[config.mk]
export PLATFORM = sky130hd
export DESIGN_NAME = fetch_unit_flat
export DESIGN_NICKNAME = d
export VERILOG_FILES = /design/src/rtl/fetch_unit_if.sv /design/src/rtl/fetch_unit.sv /design/src/flat_wrapper.sv
export SDC_FILE = /design/constraint.sdc
export NUM_CORES = 1
export LEC_CHECK = 0
export ABC_AREA = 1
export BUFFER_PORTS_ARGS = -buffer_cell sky130_fd_sc_hd__clkbuf_2
export CORE_MARGIN = 1
export CORE_UTILIZATION = 45
export DETAILED_ROUTE_END_ITERATION = 16
export GPL_TIMING_DRIVEN = 0
export PLACE_DENSITY = 0.78
export SLEW_MARGIN = 20
export SYNTH_ARGS = -nofsm -noshare
export SYNTH_HDL_FRONTEND = slang
export SYNTH_SLANG_ARGS = --single-unit
[constraint.sdc]
create_clock -name clk -period 1.8 [get_ports clk]
set_clock_uncertainty 0.05 [all_clocks]
set_input_delay 0.09 -clock clk [delete_from_list [all_inputs] [get_ports clk]]
set_output_delay 0.09 -clock clk [all_outputs]
set_load 0.05 [all_outputs]
[src/rtl/fetch_unit_if.sv]
// fetch_unit_if: ROM pins plus the instruction handshake and jump redirect
// between the fetch stage (master) and the ROM/execute side (slave).
interface fetch_unit_if #(
    parameter int ADDR_W = 6,
    parameter int DATA_W = 8
);
    logic [ADDR_W-1:0] rom_addr;
    logic              rom_ena;
    logic              rom_read;
    logic [DATA_W-1:0] rom_data;
    logic [DATA_W-1:0] ir;
    logic              ir_valid;
    logic              ir_ready;
    logic              jump_en;
    logic [ADDR_W-1:0] jump_addr;

    // Fetch stage: drives the ROM pins and the instruction register side.
    modport master (
        output rom_addr, rom_ena, rom_read, ir, ir_valid,
        input  rom_data, ir_ready, jump_en, jump_addr
    );

    // ROM and execute stage: return data, consume instructions, redirect.
    modport slave (
        input  rom_addr, rom_ena, rom_read, ir, ir_valid,
        output rom_data, ir_ready, jump_en, jump_addr
    );
endinterface

[src/rtl/fetch_unit.sv]
// fetch_unit: instruction fetch stage. Walks the ROM through an address
// setup cycle and a read cycle, captures the word into the instruction
// register and offers it to execute with a valid/ready handshake. The PC
// advances on capture and may be redirected when execute accepts.
module fetch_unit #(
    parameter int ADDR_W = 6,
    parameter int DATA_W = 8
) (
    input  logic              clk,
    input  logic              rst,
    input  logic              run,
    fetch_unit_if.master      bus,
    output logic [ADDR_W-1:0] pc
);
    typedef enum logic [1:0] {
        IDLE = 2'd0,
        ADDR = 2'd1,
        READ = 2'd2,
        HOLD = 2'd3
    } state_t;

    state_t            state;
    state_t            state_nxt;
    logic              accept;
    logic [DATA_W-1:0] ir_q;

    // Execute takes the held word; only meaningful in HOLD.
    assign accept = (state == HOLD) && bus.ir_ready;

    // State register; reset forces IDLE immediately, aborting any fetch.
    always_ff @(posedge clk or posedge rst) begin
        // NOTE: sequential state uses non-blocking assignments so every
        // register samples the pre-edge values of the others.
        if (rst) begin
            state <= IDLE;
        end else begin
            state <= state_nxt;
        end
    end

    // Next-state decode: run is only looked at in IDLE and on accept, so
    // dropping it mid-fetch lets the current word complete.
    always_comb begin
        // NOTE: default assigned first so every path drives state_nxt and
        // no latch is inferred.
        state_nxt = state;
        case (state)
            IDLE:    if (run) state_nxt = ADDR;
            ADDR:    state_nxt = READ;
            READ:    state_nxt = HOLD;
            HOLD:    if (bus.ir_ready) state_nxt = run ? ADDR : IDLE;
            default: state_nxt = IDLE;
        endcase
    end

    // PC and instruction register: capture and increment on the READ edge,
    // redirect only on an accepting HOLD edge.
    always_ff @(posedge clk or posedge rst) begin
        if (rst) begin
            pc   <= '0;
            ir_q <= '0;
        end else if (state == READ) begin
            ir_q <= bus.rom_data;
            pc   <= pc + ADDR_W'(1);
        end else if (accept && bus.jump_en) begin
            pc   <= bus.jump_addr;
        end
    end

    // Moore decode straight from the state register keeps the ROM strobes
    // glitch-free; read is a subset of ena by construction.
    assign bus.rom_ena  = (state == ADDR) || (state == READ);
    assign bus.rom_read = (state == READ);
    assign bus.rom_addr = pc;
    assign bus.ir       = ir_q;
    assign bus.ir_valid = (state == HOLD);
endmodule

[src/flat_wrapper.sv]
// flat-port wrapper written by rule: the top's interface ports become plain ports
module fetch_unit_flat 
#(
    parameter int ADDR_W = 6,
    parameter int DATA_W = 8
)
  (clk, rst, run, pc, bus_rom_addr, bus_rom_ena, bus_rom_read, bus_ir, bus_ir_valid, bus_rom_data, bus_ir_ready, bus_jump_en, bus_jump_addr);
  fetch_unit_if #(.ADDR_W(ADDR_W), .DATA_W(DATA_W)) bus_i ();
  input  logic clk;
  input  logic rst;
  input  logic run;
  output logic [ADDR_W-1:0] pc;
  output wire logic [$bits(bus_i.rom_addr)-1:0] bus_rom_addr;
  output wire logic [$bits(bus_i.rom_ena)-1:0] bus_rom_ena;
  output wire logic [$bits(bus_i.rom_read)-1:0] bus_rom_read;
  output wire logic [$bits(bus_i.ir)-1:0] bus_ir;
  output wire logic [$bits(bus_i.ir_valid)-1:0] bus_ir_valid;
  input wire logic [$bits(bus_i.rom_data)-1:0] bus_rom_data;
  input wire logic [$bits(bus_i.ir_ready)-1:0] bus_ir_ready;
  input wire logic [$bits(bus_i.jump_en)-1:0] bus_jump_en;
  input wire logic [$bits(bus_i.jump_addr)-1:0] bus_jump_addr;
  assign bus_rom_addr = bus_i.rom_addr;
  assign bus_rom_ena = bus_i.rom_ena;
  assign bus_rom_read = bus_i.rom_read;
  assign bus_ir = bus_i.ir;
  assign bus_ir_valid = bus_i.ir_valid;
  assign bus_i.rom_data = bus_rom_data;
  assign bus_i.ir_ready = bus_ir_ready;
  assign bus_i.jump_en = bus_jump_en;
  assign bus_i.jump_addr = bus_jump_addr;
  fetch_unit #(.ADDR_W(ADDR_W), .DATA_W(DATA_W)) u_core (.clk(clk), .rst(rst), .run(run), .bus(bus_i), .pc(pc));
endmodule
==> results of run 1 <==
## worst max-delay path, stage by stage, from the launching register on
cell and delay [ns]:
dfrtp_1 0.42, inv_1 0.14, ha_1 0.31, clkbuf_2 0.33
## layout by cell type (no fill, tap or decap), types with 2 or more instances in the layout
master,instances
nand2_1,41
clkbuf_2,41
dfrtp_1,16
inv_1,12
dlygate4sd3_1,11
nor2_1,8
buf_4,7
o21ai_0,5
ha_1,5
nand3_1,4
clkbuf_4,3
nor3_1,2
a21oi_1,2
## worst paths after layout
kind	endpoint	slack [ns]	cells after the start
setup reg to reg	u_core.bus.rom_addr[0]$_DFFE_PP0P_	0.28	6
setup / recovery	bus_rom_read	0.17	3
hold reg to reg	u_core.bus.ir[5]$_DFFE_PP0P_	0.43	2
min in group asynchronous	u_core.state[1]$_DFFE_PP0P_	0.35	3
hold / removal	u_core.bus.rom_addr[2]$_DFFE_PP0P_	0.04	3
max in group asynchronous	u_core.bus.ir[5]$_DFFE_PP0P_	0.95	3
## stage by stage
stage | worst slack [ns] | util, % | area [um2] | hold slack, ns
final | 0.170 | 71.5 | 1290 | 0.0389
after CTS | 0.155 | 71.5 | 1290 | 0.0362
after global routing | 0.0835 | 71.5 | 1290 | 0.0719
after floorplan | 0.0740 | - | 906 | -0.0463
after global placement | 0.330 | 63.4 | 1140 | 0.123
after detailed placement | 0.303 | 63.4 | 1140 | 0.141
## cell type report
cell class | instances | area share, %
Clock buffer | 4 | 2.82
Sequential cell | 16 | 31.1
Buffer | 8 | 4.47
Inverter | 13 | 3.79
Tap cell | 25 | 2.43
Timing Repair Buffer | 52 | 24.5
Multi-Input combinational cell | 78 | 31.0
## what timing repair did
action | in CTS | in global routing
endpoints found under the hold margin | 26 | 0
hold buffers | 11 | 0
gates resized for setup | 0 | 0
## routing by layer
metal  vias up  track usage (%)  wire length [um]  share of wire [%]
met4         0             8.00                12               0.57
met5         -                0                 0                  0
li1        466                -                 -                  -
met3         2             2.31                70                3.3
met1       399             24.9               926                 44
met2        26             36.4              1100                 52
## logic make-up (layout without fill, tap and decap cells)
| logic type | count (synthesis) | in the layout | share of synthesized area [%] |
|---|---|---|---|
| compound gates | 14 | 14 | 9.95 |
| fa+ha+maj | 5 | 5 | 6.91 |
| buf+inv | 21 | 77 | 11.7 |
| flops | 16 | 16 | 44.2 |
| simple gates | 59 | 59 | 27.2 |
## cell usage after synthesis, drive strengths merged
library cell	instances	share of area, %
a21oi	2	1.1
nor3	3	2.2
o211ai	1	0.83
o21bai	1	0.83
a31oi	1	0.69
or2	1	0.69
nand2	42	18
o21ai	7	4.3
dfrtp	16	44
nor2	8	3.3
buf	8	6.4
ha	5	6.9
nand3	5	3.3
o22ai	1	1.4
inv	13	5.4
o21a	1	0.83
## registers in the layout (all words and copies together), names as in the netlist
name and count:
u_core.bus.ir 8, u_core.bus.rom_addr 6, u_core.state 2
==> out/results.tsv, run 1 <==
stage	metric	value	unit
detailed_routing	DRC Markers	0	
detailed_routing	vias	893	
finish	fin nets	196	
run	number of max-cap violations	0	
global_route	vias in the first global route	745	
yosys	Synth cell types	23	
setup_path	Critical Path Source Type	register	
floorplanning	Die Height	46.9	um
finish	Sequential Area	400	um2
clocking	CTS clk-pin slew, worst paths	0.10	ns
global_route	first-pass GRT wire length	3130	um
floorplanning	starting density of the core	50.3	%
placed_design	Inst Count DP	181	
yosys	Syn Inst Count	115	
yosys	net count after synthesis	139	
yosys	post-synthesis instance area	906	um2
setup_path	crit-path max FO	7	
setup_path	CP Capture Type	output pin	
detailed_routing	final wirelength	2110	um
floorplanning	row count	15	
run_status	status	completed	
clocking	# H-tree levels	1	
placed_design	number of port buffers	41	
yosys	sequential fraction of the synthesis area	44.2	%
yosys	Mapped Avg Cell Area	7.88	um2
sta	Slew HR	59.1	%
min_path	min-delay worst type	in2reg	
clocking	cts bufs inserted	3	
detailed_routing	post-DR vias/cell	4.56	
clocking	CTS Buffer Depth	2	
yosys	post-synthesis sequential element count	16	
finish	Antenna Cells	0	
floorplanning	# IOs	42	
sta	Fin Setup TNS	0	ns
global_route	GRT Resource Usage Total	20.4	%
detailed_routing	remaining antenna violation count	0	
floorplanning	Core Area	1800	um2
setup_path	WS Path Type	reg2out	
global_route	initial antenna violation count	0	
global_route	largest net degree at the start of global routing	17	
finish	fill count	155	
clocking	TritonCTS Sinks	16	
detailed_routing	number of detailed-route iterations in the first pass	4	
finish	non-filler cells, final	196	
min_path	HP Start	bus_jump_addr[2]	
finish	multi-input logic area	399	um2
clocking	CTS tree	built	
placed_design	RePlAce Congestion	0.851	
sta	fin crit share	90.6	%
sta	max-slew violation count	0	
setup_path	critical path arrival	1.49	ns
sta	Max Clock Freq	613	MHz
sta	Fin. Hold Viols	0	
finish	synthesis-to-finish area growth	42.3	%
yosys	Synth Warn #	0	
sta	final setup fails	0	
setup_path	Critical R2R Launch	u_core.state[0]$_DFFE_PP0P_	
setup_path	worst path required time	1.66	ns
finish	fraction of layout instances using a drive strength above 1	35.1	%
floorplanning	Horiz. Die Dim	46.9	um
clocking	clock latency on the worst-skew pair	0.28	ns
sta	unrepaired setup endpoints after global routing	false	
setup_path	Critical path origin	u_core.state[0]$_DFFE_PP0P_	
placed_design	Detail Placement HPWL	1480	um
clocking	CTS root buf	clkbuf_4	
detailed_routing	wire length per cell	10.7	um
sta	Least-Margin Pin Slew	0.613	ns
clocking	Post-CTS Setup Bufs	0	
floorplanning	full die area	2200	um2
detailed_routing	Iter 0 DRT Violations	10	
sta	Tmin final	1.63	ns
global_route	Congestion Overflow GR	0	
Power of run 1 is left out: the tool's default activity adds up to more than one toggle a clock period on the data nets, which glitch-free logic cannot reach.
==> run 2: changes to the inputs <==
--- a/config.mk
+++ b/config.mk
@@ -8,10 +8,10 @@
 export ABC_AREA = 1
 export BUFFER_PORTS_ARGS = -buffer_cell sky130_fd_sc_hd__clkbuf_2
 export CORE_MARGIN = 1
-export CORE_UTILIZATION = 45
+export CORE_UTILIZATION = 49
 export DETAILED_ROUTE_END_ITERATION = 16
 export GPL_TIMING_DRIVEN = 0
-export PLACE_DENSITY = 0.78
+export PLACE_DENSITY = 0.83
 export SLEW_MARGIN = 20
 export SYNTH_ARGS = -nofsm -noshare
 export SYNTH_HDL_FRONTEND = slang
==> constraint.sdc (replaced) <==
create_clock -name clk -period 2.1 [get_ports clk]
set_clock_uncertainty 0.05 [all_clocks]
set_input_delay 0.105 -clock clk [delete_from_list [all_inputs] [get_ports clk]]
set_output_delay 0.105 -clock clk [all_outputs]
set_load 0.05 [all_outputs]
==> run 2 against run 1 <==
First-iteration DRC count grew to 2.7 times the previous value; global-route usage is 2.6 points higher; via count rose by 4.3%; critical path depth is the same; sequential share of layout area grew 0.24 points; count of clock-buffer cells in the layout is the same; core utilization up 2.5 points; hold slack worse by 0.024 ns; flip-flop and latch count stayed put; routed wire length rose by 2.9%; non-clock buffer count down 1.
==> out/results.tsv, run 2 (synthesis results as in run 1) <==
stage	metric	value	unit	change
sta	max-slew violation count	0		unchanged
setup_path	critical path arrival	1.50	ns	about the same
detailed_routing	vias	931		+4.3%
min_path	HP Start	bus_jump_addr[0]		
sta	Slew HR	59.9	%	+0.85 points
min_path	min-delay worst type	in2reg		
floorplanning	row count	15		unchanged
global_route	Congestion Overflow GR	0		unchanged
floorplanning	starting density of the core	52.5	%	+2.2 points
global_route	GRT Resource Usage Total	22.9	%	+2.6 points
finish	fraction of layout instances using a drive strength above 1	35.3	%	+0.21 points
detailed_routing	number of detailed-route iterations in the first pass	4		unchanged
clocking	TritonCTS Sinks	16		unchanged
setup_path	crit-path max FO	7		unchanged
clocking	clock latency on the worst-skew pair	0.28	ns	about the same
finish	synthesis-to-finish area growth	41.2	%	
sta	final setup fails	0		unchanged
clocking	CTS Buffer Depth	2		unchanged
clocking	cts hold-fix bufs	10		-1
sta	Least-Margin Pin Slew	0.600	ns	-0.0128 ns
setup_path	WS Path Type	reg2out		
setup_path	reg-to-reg setup timing slack	0.57	ns	+0.29 ns
placed_design	RePlAce Congestion	0.836		-1.8%
sta	Fin. Hold Viols	0		unchanged
clocking	cts bufs inserted	3		unchanged
floorplanning	# IOs	42		unchanged
floorplanning	Horiz. Die Dim	45.0	um	-4.0%
placed_design	Detail Placement HPWL	1460	um	-1.2%
sta	Tmin final	1.66	ns	
clocking	Post-CTS Setup Bufs	0		unchanged
setup_path	worst path required time	1.95	ns	+0.29 ns
setup_path	Critical Path Source Type	register		
global_route	vias in the first global route	845		+13%
run	number of max-cap violations	0		unchanged
finish	Largest register FFs	8		unchanged
global_route	initial antenna violation count	0		unchanged
detailed_routing	Iter 0 DRT Violations	27		+17
clocking	# H-tree levels	1		unchanged
setup_path	Critical R2R Launch	u_core.state[0]$_DFFE_PP0P_		
clocking	CTS root buf	clkbuf_4		
clocking	CTS clk-pin slew, worst paths	0.10	ns	about the same
floorplanning	full die area	2020	um2	-7.8%
global_route	largest net degree at the start of global routing	17		unchanged
setup_path	CP Capture Type	output pin		
detailed_routing	DRC Markers	0		unchanged
finish	fin nets	195		-0.51%
finish	commonest non-fill, non-tap cells in the layout	41 x nand2_1, 41 x clkbuf_2, 16 x dfrtp_1		
finish	Antenna Cells	0		unchanged
sta	unrepaired setup endpoints after global routing	false		
detailed_routing	wire length per cell	11.1	um	+3.4%
floorplanning	Core Area	1730	um2	-4.2%
clocking	CTS tree	built		
detailed_routing	remaining antenna violation count	0		unchanged
sta	Final WS setup	0.443	ns	+0.273 ns
detailed_routing	post-DR vias/cell	4.77		+4.8%
run_status	status	completed		
clocking	post-cts resize count	0		unchanged
placed_design	pre-CTS setup slack	0.613	ns	+0.310 ns
sta	Fin Setup TNS	0	ns	unchanged
global_route	first-pass GRT wire length	3370	um	+7.5%
sta	fin crit share	78.9	%	
sta	Max Clock Freq	603	MHz	
detailed_routing	final wirelength	2170	um	+2.9%
placed_design	number of port buffers	41		unchanged
setup_path	Critical path origin	u_core.state[0]$_DFFE_PP0P_		
floorplanning	Die Height	45.0	um	-4.0%
-- run 2: changes by cell type in the layout (fill, tap and decap cells not counted), sizes merged --
| cell | before | now |
|---|---|---|
| dlygate4sd3 | 11 | 10 |
-- run 2: final cells by class --
type	instances	area (um2)
clock buffer	4	36.3
inverter	13	48.8
timing repair buffer	51	305
tap	25	31.3
sequential	16	400
multi-input combinational	78	399
fill	149	448
buffer	8	57.6
-- run 2: per-stage QoR --
stage	cells	cell area (um2)	util (%)	hold slack, ns
after floorplan	115	906	-	-0.0313
after CTS	195	1280	74.1	0.00541
final	195	1280	74.1	0.0150
after global placement	181	1140	66.2	0.134
after global routing	195	1280	74.1	0.0204
after detailed placement	181	1140	66.2	0.134
-- run 2: path summary, 6_finish.rpt --
path                                                            to  depth (start not counted)
worst max-delay path                                  bus_rom_read                          3
worst min-delay path            u_core.bus.rom_addr[0]$_DFFE_PP0P_                          3
min in group asynchronous             u_core.bus.ir[2]$_DFFE_PP0P_                          3
worst min register to register        u_core.bus.ir[6]$_DFFE_PP0P_                          2
worst max register to register  u_core.bus.rom_addr[0]$_DFFE_PP0P_                          7
max in group asynchronous       u_core.bus.rom_addr[5]$_DFFE_PP0P_                          3
-- run 2: critical path: stages (launching register included) --
cell      delay [ns]
dfrtp_1         0.42
inv_1           0.13
ha_1            0.33
clkbuf_2        0.34
-- run 2: routing by layer --
| layer | global-route usage (%) | vias to the layer above | wire, um |
|---|---|---|---|
| li1 | - | 466 | - |
| met5 | 0 | - | 0 |
| met3 | 4.80 | 4 | 94 |
| met1 | 28.1 | 428 | 878 |
| met4 | 9.09 | 0 | 25 |
| met2 | 39.1 | 33 | 1170 |
Power of run 2 is left out for the same reason.
